[src/rtl/int_res_reader.sv]
// Streams a vector of intermediate results out of word memory, pairing words
// into double-width elements when requested, through a 2-entry output FIFO.
module int_res_reader #(
    parameter int ADDR_W = 16,
    parameter int WORD_W = 15,
    parameter int LEN_W  = 7
) (
    input  logic                  clk,
    input  logic                  rst_n,
    input  logic                  start,
    input  logic [ADDR_W-1:0]     base_addr,
    input  logic [LEN_W-1:0]      len,
    input  logic                  width,
    output logic                  busy,
    output logic                  done,
    output logic                  mem_rd_en,
    output logic [ADDR_W-1:0]     mem_addr,
    input  logic [WORD_W-1:0]     mem_rd_data,
    output logic [2*WORD_W-1:0]   out_data,
    output logic                  out_valid,
    input  logic                  out_ready,
    output logic                  out_last
);

    typedef enum logic [1:0] {IDLE, FETCH, DRAIN} state_t;

    localparam logic [LEN_W:0] LEFT_ONE = (LEN_W+1)'(1);

    state_t                r_state;
    state_t                w_next;

    logic                  r_wid;
    logic [ADDR_W-1:0]     r_addr;
    logic [ADDR_W-1:0]     r_last_addr;
    logic [LEN_W:0]        r_reads_left;
    logic                  r_half;
    logic                  r_rd_pend;
    logic                  r_rd_upper;
    logic                  r_rd_last;
    logic [WORD_W-1:0]     r_upper;
    logic [1:0]            r_inflight;
    logic                  r_done;

    logic [2*WORD_W-1:0]   r_fifo_data [2];
    logic [1:0]            r_fifo_last;
    logic                  r_wptr;
    logic                  r_rptr;
    logic [1:0]            r_count;

    logic                  w_pop;
    logic                  w_push;
    logic                  w_room;
    logic                  w_rd_en;
    logic                  w_new_elem;
    logic [2*WORD_W-1:0]   w_push_data;

    assign out_valid   = (r_count != 2'd0);
    assign out_data    = r_fifo_data[r_rptr];
    assign out_last    = out_valid && r_fifo_last[r_rptr];
    assign done        = r_done;
    assign mem_rd_en   = w_rd_en;
    assign mem_addr    = w_rd_en ? r_addr : r_last_addr;

    assign w_pop       = out_valid && out_ready;
    assign w_push      = r_rd_pend && (!r_wid || !r_rd_upper);
    assign w_new_elem  = w_rd_en && !r_half;
    assign w_push_data = r_wid ? {r_upper, mem_rd_data}
                               : {{WORD_W{mem_rd_data[WORD_W-1]}}, mem_rd_data};
    // Room counts elements already committed (queued or in flight) net of this cycle's pop.
    assign w_room      = (3'(r_count) + 3'(r_inflight)) < (3'd2 + 3'(w_pop));

    always_ff @(posedge clk or negedge rst_n) begin
        if (!rst_n) r_state <= IDLE;
        else        r_state <= w_next;
    end

    always_comb begin
        w_next = r_state;
        case (r_state)
            IDLE:    if (start && (len != '0)) w_next = FETCH;
            FETCH:   if (w_rd_en && (r_reads_left == LEFT_ONE)) w_next = DRAIN;
            DRAIN:   if (w_pop && out_last) w_next = IDLE;
            default: w_next = IDLE;
        endcase
    end

    // The second half of a double-width pair always follows its first read directly.
    always_comb begin
        busy    = (r_state != IDLE);
        w_rd_en = (r_state == FETCH) && (r_half || w_room);
    end

    always_ff @(posedge clk or negedge rst_n) begin
        if (!rst_n) begin
            r_wid        <= 1'b0;
            r_addr       <= '0;
            r_last_addr  <= '0;
            r_reads_left <= '0;
            r_half       <= 1'b0;
            r_rd_pend    <= 1'b0;
            r_rd_upper   <= 1'b0;
            r_rd_last    <= 1'b0;
            r_upper      <= '0;
            r_inflight   <= 2'd0;
            r_done       <= 1'b0;
        end else begin
            r_done <= 1'b0;
            if (r_state == IDLE && start) begin
                r_done       <= (len == '0);
                r_wid        <= width;
                r_addr       <= base_addr;
                r_reads_left <= width ? {len, 1'b0} : {1'b0, len};
            end
            if (r_state == DRAIN && w_pop && out_last)
                r_done <= 1'b1;
            if (w_rd_en) begin
                r_addr       <= r_addr + ADDR_W'(1);
                r_last_addr  <= r_addr;
                r_reads_left <= r_reads_left - LEFT_ONE;
                r_half       <= r_wid && !r_half;
            end
            r_rd_pend  <= w_rd_en;
            r_rd_upper <= w_rd_en && r_wid && !r_half;
            r_rd_last  <= w_rd_en && (r_reads_left == LEFT_ONE);
            if (r_rd_pend && r_rd_upper)
                r_upper <= mem_rd_data;
            case ({w_new_elem, w_push})
                2'b10:   r_inflight <= r_inflight + 2'd1;
                2'b01:   r_inflight <= r_inflight - 2'd1;
                default: r_inflight <= r_inflight;
            endcase
        end
    end

    always_ff @(posedge clk or negedge rst_n) begin
        if (!rst_n) begin
            for (int i = 0; i < 2; i++) r_fifo_data[i] <= '0;
            r_fifo_last <= 2'b00;
            r_wptr      <= 1'b0;
            r_rptr      <= 1'b0;
            r_count     <= 2'd0;
        end else begin
            if (w_push) begin
                r_fifo_data[r_wptr] <= w_push_data;
                r_fifo_last[r_wptr] <= r_rd_last;
                r_wptr              <= !r_wptr;
            end
            if (w_pop)
                r_rptr <= !r_rptr;
            case ({w_push, w_pop})
                2'b10:   r_count <= r_count + 2'd1;
                2'b01:   r_count <= r_count - 2'd1;
                default: r_count <= r_count;
            endcase
        end
    end

endmodule

[config.mk]
export PLATFORM = sky130hd
export DESIGN_NAME = int_res_reader
export DESIGN_NICKNAME = d
export VERILOG_FILES = /design/src/rtl/int_res_reader.sv
export SDC_FILE = /design/constraint.sdc
export NUM_CORES = 1
export LEC_CHECK = 0
export CAP_MARGIN = 10
export CELL_PAD_IN_SITES_DETAIL_PLACEMENT = 1
export CELL_PAD_IN_SITES_GLOBAL_PLACEMENT = 1
export CORE_UTILIZATION = 40
export CTS_CLUSTER_DIAMETER = 150
export DETAILED_ROUTE_END_ITERATION = 8
export PLACE_DENSITY_LB_ADDON = 0.1
export SYNTH_ARGS = -nofsm -noshare
export SYNTH_HDL_FRONTEND = slang
export SYNTH_SLANG_ARGS = --single-unit
[constraint.sdc]
create_clock -name clk -period 7.85 [get_ports clk]
set_input_delay 1.57 -clock clk [delete_from_list [all_inputs] [get_ports clk]]
set_output_delay 1.57 -clock clk [all_outputs]
set_load 0.005 [all_outputs]
==> results.ini, run 1 <==
[run_status]
status=finished with violations
violations=DRC

[power]
irDropWorstVdd_uv=273
p_leak_uw=0.00332
powerDensity_mw_per_mm2=505

[cts]
postCtsSetupBuffers=0
root_buffer=clkbuf_16
clock-sinks=131
cts_tree=done
cts-buffers-inserted=17
clockBufferDepth=2
clk_pin_slew_worst_paths_ps=60
clkLatencyLatePin_ps=410
ctsHoldBuffers=0
cts_resized=0
h-tree-depth=4

[job]
maxCapViolCount=0

[die]
start_util_pct=41.2
die_x_um=125
coreArea_mm2=0.0146
die_y_um=125
io_pins=94
rows=44
dieArea_mm2=0.0156

[sta]
finalClockSkew_ps=5.03
slew_violations=0
finalCritPeriodShare_pct=68.8
slew_headroom_pct=37.7
max_freq_ghz=0.185
setup_viol=0
tightest_slew_ps=931
period_needed_ps=5400
hold_violations=0
post-route-worst-setup-slack_ps=2450
fin_tns_setup_ps=0
rsz0062_at_grt=false

[critical_path]
critPathArrivalTime_ps=3830
required_ps=6280
cpPeakStageDelay_ps=500
start_kind=primary input
cp-end-kind=primary output
crit_chain=clkdlybuf4s50_1, o21ai_4, o21ai_4, nand2_4, inv_4, nand2_1, nand2_1, clkdlybuf4s50_1
crit_path_max_fanout=37
path_class=in -> out
slowest_stage=clkdlybuf4s50_1

[grt]
track_usage_pct=20.9
grt_pass1_wl_um=25600
overflow=0
first_global_vias=5007
antenna_found_initial=0
grt_max_degree=73

[finish]
syn2layout_area_growth_pct=28.3
nFillCells=1549
num_antenna_cells=0
nNetsFinal=680
post-route-util_pct=52.8
final_layout_size_suffix_gt1_share_pct=19.4

[placed_design]
pre_cts_slack_ps=2420
dp_hpwl_um=9540
io_buffers=93
gp_congestion=0.707

[detailed_routing]
dr.pass1.iters=6
drt_wl_total_um=14900
ant_nets=0
drc=12
dr.first_iter.drc_count=189
routed_via_density=5.39
vias=4460
wl_per_cell_um=18.0

[yosys]
synthDistinctLibCells=58
synth_area_mm2=0.00603
synth_seq_cells=131
netlist_instances=540
yosys_warnings=0
yosysSeqAreaShare_pct=54.4
syn_nets=590
syn_avg_cell_area_um2=11.2

[hold_path]
hold_path_class=reg -> reg

## cell usage after synthesis (all sizes together)
cell | count | share of area (%)
o211ai | 7 | 0.87
o211a | 1 | 0.17
xnor2 | 6 | 0.87
nor2b | 3 | 0.31
mux2i | 6 | 1.0
ha | 6 | 1.2
a311oi | 2 | 0.29
xor2 | 3 | 0.44
a31oi | 1 | 0.10
clkbuf | 11 | 0.68
a22oi | 1 | 0.12
o221a | 1 | 0.19
buf | 16 | 1.6
o22ai | 1 | 0.10
nor3 | 3 | 0.25
nor2 | 36 | 2.4
a21o | 4 | 0.50
nand2 | 84 | 5.4
o21a | 4 | 0.50
and3 | 6 | 0.62
a221o | 5 | 0.83
a21oi | 37 | 3.3
nor3b | 1 | 0.12
mux2 | 77 | 14
o311ai | 3 | 0.44
a221oi | 1 | 0.15
nand3 | 12 | 1.0
and2 | 4 | 0.42
o32ai | 1 | 0.15
nand2b | 1 | 0.10
and4b | 1 | 0.17
a211oi | 4 | 0.58
nand4 | 4 | 0.52
o21ai | 27 | 2.8
a32o | 2 | 0.33
dfrtp | 131 | 54
nand3b | 2 | 0.25
nor4 | 4 | 0.52
fa | 1 | 0.33
a21boi | 1 | 0.12
a32oi | 2 | 0.29
inv | 16 | 1.0
or4 | 1 | 0.12
## sequential cells by signal (all words and copies together), names as in the netlist
register      flops
r_count           2
r_rd_pend         1
done              1
r_wid             1
r_inflight        2
r_rd_last         1
r_rptr            1
r_wptr            1
r_rd_upper        1
r_addr           16
r_half            1
r_state           2
r_fifo_data      60
r_fifo_last       2
r_upper          15
r_last_addr      16
r_reads_left      8
## critical path, delay by kind of cell
family / cells / cell delay, ps
buf+inv: 3 / 1410
simple gates: 3 / 500
compound gates: 2 / 330
## cell type report
class | count | area [µm²] | share of cell area [%]
well taps | 184 | 230 | 2.98
clock buffers | 23 | 468 | 6.05
flip-flops and latches | 131 | 3280 | 42.4
clock inverters | 9 | 176 | 2.28
inverters | 16 | 62.6 | 0.809
multi-input cells | 366 | 2550 | 33.0
repair buffers | 98 | 970 | 12.5
## placed cells by master (no fill, tap or decap), types with 4 or more instances in the layout
| master | n |
|---|---|
| a21o_1 | 4 |
| a21oi_1 | 35 |
| a221o_1 | 5 |
| and2_1 | 4 |
| and3_1 | 6 |
| buf_4 | 5 |
| bufinv_16 | 5 |
| clkbuf_1 | 4 |
| clkbuf_16 | 17 |
| clkdlybuf4s50_1 | 92 |
| dfrtp_1 | 131 |
| ha_1 | 6 |
| inv_1 | 15 |
| mux2_2 | 77 |
| mux2i_1 | 6 |
| nand2_1 | 81 |
| nand3_1 | 12 |
| nor2_1 | 35 |
| o211ai_1 | 7 |
| o21a_1 | 4 |
| o21ai_0 | 21 |
| xnor2_1 | 6 |
## routing by layer
| layer | wire length, µm | global-route usage (%) | vias up |
|---|---|---|---|
| met5 | 0 | 0 | - |
| met1 | 6540 | 25.1 | 2285 |
| met3 | 489 | 4.47 | 8 |
| li1 | - | - | 2083 |
| met2 | 7730 | 37.9 | 84 |
| met4 | 108 | 5.52 | 0 |
## path summary, 6_finish.rpt
kind | start | end | slack [ps] | cells after the start
max in group asynchronous | rst_n | r_upper[3] | 5420 | 2
setup reg to reg | r_count[0] | r_inflight[1] | 4810 | 10
hold reg to reg | r_last_addr[4] | r_last_addr[4] | 470 | 2
hold / removal | r_last_addr[4] | r_last_addr[4] | 470 | 2
setup / recovery | out_ready | mem_addr[12] | 2450 | 8
min in group asynchronous | rst_n | r_fifo_data[0] | 1190 | 1
## report_power, final
part           internal [µW]  switching [µW]
logic                    936             873
registers                999             229
clock network            580             287
## kinds of logic after synthesis
logic type | Yosys count | share of synthesized area [%]
adder cells (fa/ha/maj) | 7 | 1.58
AO/OA/AOI/OAI | 105 | 11.9
flip-flops | 131 | 54.4
XOR/XNOR | 9 | 1.31
AND/OR/NAND/NOR | 162 | 12.2
multiplexers | 83 | 15.4
buffers and inverters | 43 | 3.30
## stage by stage
| stage | total power, µW | instances | hold slack [ps] | cell area (µm²) |
|---|---|---|---|---|
| floorplan | 2310 | 540 | 443 | 6030 |
| global placement | 2970 | 795 | 455 | 7090 |
| detailed placement | 3060 | 795 | 458 | 7090 |
| CTS | 3960 | 827 | 476 | 7740 |
| global route | 4190 | 827 | 495 | 7740 |
| finish | 3900 | 827 | 469 | 7740 |
Note: power is estimated with default switching activity, not from simulation.
==> run 2, diff against run 1 <==
CORE_UTILIZATION = 38   (was 40)
clock period = 4.32 ns   (was 7.85 ns; I/O delays follow)
==> results.ini, run 2 (synthesis gave the netlist of run 1 again) <==
[run_status]
status=completed

[hold_path]
hold_depth=2
hold_path_class=reg -> reg

[critical_path]
path_class=reg -> out
start_kind=register
crit_chain=ha_1, fa_1, nor2b_1, o21ai_4, nand2_4, buf_4, nand2_1, o21ai_0, clkdlybuf4s50_1
required_ps=3460
cpPeakStageDelay_ps=540
r2r_cells=10
critPathArrivalTime_ps=3080
slowest_stage=clkdlybuf4s50_1
crit_path_max_fanout=18
cp-end-kind=primary output

[finish]
biggestRegsByFlops=r_fifo_data x60, r_addr x16, r_last_addr x16
num_antenna_cells=0
largest_register_ff_count=60
syn2layout_area_growth_pct=27.8
layout_common_cells=dfrtp_1 (131), clkdlybuf4s50_1 (92), nand2_1 (81)
nNetsFinal=683
final_layout_size_suffix_gt1_share_pct=19.6
layout_commonest_cell=dfrtp_1
top_register=r_fifo_data
nFillCells=1668

[sta]
rsz0062_at_grt=false
finalCritPeriodShare_pct=91.3
fin_tns_setup_ps=0
max_freq_ghz=0.253
finalClockSkew_ps=7.23
setup_viol=0
hold_slack_ps=468
slew_violations=0
period_needed_ps=3950
tightest_slew_ps=1080
slew_headroom_pct=27.9
hold_violations=0

[cts]
postCtsSetupBuffers=0
clock-sinks=131
ctsHoldBuffers=0
root_buffer=clkbuf_16
cts_tree=done
cts-buffers-inserted=17
clk_pin_slew_worst_paths_ps=50
clockBufferDepth=2
cts_resized=0
h-tree-depth=4
clkLatencyLatePin_ps=410

[detailed_routing]
routed_via_density=5.16
dr.first_iter.drc_count=192
drc=0
vias=4408
ant_nets=0
dr.pass1.iters=4
wl_per_cell_um=17.3
drt_wl_total_um=14800

[power]
irDropWorstVdd_uv=411
powerDensity_mw_per_mm2=893
p_leak_uw=0.00329

[die]
rows=45
die_x_um=128
dieArea_mm2=0.0164
start_util_pct=39.4
io_pins=94
die_y_um=128
coreArea_mm2=0.0153

[grt]
antenna_found_initial=0
first_global_vias=4859
track_usage_pct=19.6
overflow=0
grt_pass1_wl_um=24900
grt_max_degree=114

[placed_design]
io_buffers=93
gp_congestion=0.758
dp_hpwl_um=10000

[job]
maxCapViolCount=0

run 2: cell types whose count changed in the layout (fill, tap and decap cells not counted):
cell       before  now
buf_4           5    8
bufinv_16       5    1
clkbuf_8        2    5
clkinv_4        1    0
run 2: final timing paths:
path	startpoint	to	slack [ps]
max	r_count[0]	mem_addr[2]	370
min	r_last_addr[7]	r_last_addr[7]	470
max reg2reg	r_count[0]	r_inflight[1]	1620
min reg2reg	r_last_addr[7]	r_last_addr[7]	470
max in group asynchronous	rst_n	r_fifo_data[43]	2800
min in group asynchronous	rst_n	r_fifo_data[1]	570
run 2: area by class of cell:
type	count	area, µm²	area share (%)
clock buffer	26	509	6.61
clock inverter	4	47.5	0.617
inverter	16	62.6	0.812
multi-input combinational	366	2550	33.1
sequential	131	3280	42.5
tap	211	264	3.43
timing repair buffer	101	992	12.9
run 2: per-layer routing:
layer	GRT usage (%)	vias up	share of wire, %
met1	24.7	2230	45
met4	7.27	0	1.4
li1	-	2078	-
met5	0	-	0
met3	3.80	17	3.2
met2	33.4	83	50
run 2: through the flow:
step | instance area, µm² | power, µW | util [%] | instances | setup slack (ps)
after floorplan | 6030 | 4190 | - | 540 | 1410
after global placement | 7150 | 5460 | 46.7 | 825 | 598
after detailed placement | 7150 | 5590 | 46.7 | 825 | 531
after CTS | 7700 | 6990 | 50.3 | 855 | 330
after global routing | 7700 | 7420 | 50.3 | 855 | 200
final | 7700 | 6880 | 50.3 | 855 | 374
run 2: where the power goes:
part | switching (µW) | leakage (µW) | internal, µW
clock network | 493 | 0.000272 | 860
logic | 1570 | 0.00147 | 1740
registers | 409 | 0.00155 | 1820
run 2: worst max-delay path, delay by kind of cell (launching register included):
family | cells | cell delay [ps]
adder cells (fa/ha/maj) | 2 | 710
buffers and inverters | 2 | 790
AND/OR/NAND/NOR | 3 | 470
AO/OA/AOI/OAI | 2 | 230
flip-flops | 1 | 460
==> run 3, diff against run 2 <==
GPL_TIMING_DRIVEN = 0   (was default)
REMOVE_ABC_BUFFERS = 1   (was default)
==> results.ini, run 3 (synthesis gave the netlist of run 1 again) <==
[finish]
biggestRegsByFlops=r_fifo_data x60, r_addr x16, r_last_addr x16
design_area_mm2=0.00772
final_layout_size_suffix_gt1_share_pct=19.4
syn2layout_area_growth_pct=28.0
post-route-util_pct=50.4
num_antenna_cells=0
nNetsFinal=677
layout_commonest_cell=dfrtp_1
layout_common_cells=dfrtp_1 (130), clkdlybuf4s50_1 (92), nand2_1 (81)
top_register=r_fifo_data
largest_register_ff_count=60

[grt]
antenna_found_initial=0
first_global_vias=4806
track_usage_pct=19.1
overflow=0
grt_pass1_wl_um=24100
grt_max_degree=75

[sta]
finalCritPeriodShare_pct=92.7
tightest_slew_ps=1190
setup_viol=0
slew_violations=0
rsz0062_at_grt=false
max_freq_ghz=0.250
hold_slack_ps=470
period_needed_ps=4010
finalClockSkew_ps=6.35
hold_violations=0
post-route-worst-setup-slack_ps=315
slew_headroom_pct=20.7

[cts]
clockBufferDepth=2
clock-sinks=131
clk_pin_slew_worst_paths_ps=60
h-tree-depth=4
cts_tree=done
cts-buffers-inserted=17
clkLatencyLatePin_ps=410
postCtsSetupBuffers=0
ctsHoldBuffers=0
root_buffer=clkbuf_16

[critical_path]
cp-end-kind=primary output
crit_path_max_fanout=37
required_ps=3460
start_kind=register
critPathArrivalTime_ps=3140
path_class=reg -> out

[power]
power_frac_clock_pct=20.4
cell_internal_pwr_uw=4410
irDropWorstVdd_uv=419
comb_power_share_pct=46.7
pwr-share-seq_pct=32.8
swShare_pct=36.3
p_leak_uw=0.00328
p_total_uw=6920
powerDensity_mw_per_mm2=897
netSwitchingPower_uw=2510

[detailed_routing]
wl_per_cell_um=16.9
dr.first_iter.drc_count=136
vias=4410
ant_nets=0
routed_via_density=5.18
drc=0
drt_wl_total_um=14400
dr.pass1.iters=4

[placed_design]
gp_congestion=0.734
dp_hpwl_um=9360
io_buffers=93
dpl_cell_area_mm2=0.00712
pre_cts_slack_ps=183

[die]
rows=45
io_pins=94
coreArea_mm2=0.0153
die_y_um=128
die_x_um=128
dieArea_mm2=0.0164
start_util_pct=39.4

[run_status]
status=completed

[job]
maxCapViolCount=0

[hold_path]
hold_path_class=reg -> reg

==> run 3: cell count changes in the layout (fill, tap and decap cells not counted) <==
cell / delta
dfrtp_1: -1
clkinv_4: +1
dfrtp_2: +1
inv_6: +1
nand2_4: -1
nand2_8: +1
clkbuf_8: -2
clkinvlp_4: +1
bufinv_16: +1
inv_4: -1
clkinv_2: +2
buf_4: -7
clkbuf_1: -1
buf_16: +1
==> run 3: per-layer routing <==
metal | part of all wire, % | GRT usage [%] | routed length (µm)
met1 | 45 | 23.4 | 6480
met2 | 51 | 33.2 | 7310
met3 | 3.1 | 4.47 | 452
met4 | 1.0 | 6.30 | 144
met5 | 0 | 0 | 0
==> run 3: critical path: stages (launching register included) <==
cell and delay (ps):
dfrtp_1 460, ha_1 230, fa_1 440, nor2b_1 180
o21ai_4 130, nand2_8 240, inv_6 290, nand2_1 130
nand2_1 100, clkdlybuf4s50_1 500
==> run 3: final timing paths <==
check | start | cells after the start | slack (ps) | endpoint
hold reg to reg | r_last_addr[6] | 2 | 470 | r_last_addr[6]
min in group asynchronous | rst_n | 1 | 480 | r_fifo_data[1]
setup / recovery | r_count[0] | 9 | 310 | mem_addr[9]
hold / removal | r_last_addr[6] | 2 | 470 | r_last_addr[6]
max in group asynchronous | rst_n | 2 | 3100 | r_last_addr[15]
setup reg to reg | r_count[0] | 10 | 1560 | r_inflight[1]
==> run 3: cell type report <==
cell class	instances	area, µm²
clock inverters	9	104
clock buffers	23	478
repair buffers	95	967
well taps	211	264
flip-flops and latches	131	3280
multi-input cells	366	2560
fillers	1632	7600
inverters	16	65.1
==> run 3: stage by stage <==
stage               setup TNS [ps]  instances
floorplan                        0        513
detailed placement               0        819
CTS                              0        851
global placement           -373470        817
finish                           0        851
global route                     0        851
==> run 3: repair_timing <==
item,4_1_cts,5_1_grt
setup endpoints to repair,0,14
hold endpoints to repair,0,0
gates resized for setup,0,2
==> run 3: power groups by stage <==
stage,combinational (µW),clock [µW],sequential [µW]
after floorplan,1900,0,2140
after global placement,3160,0,2260
after detailed placement,3270,0,2300
after CTS,3280,1450,2280
after global routing,3600,1500,2370
final,3240,1410,2270
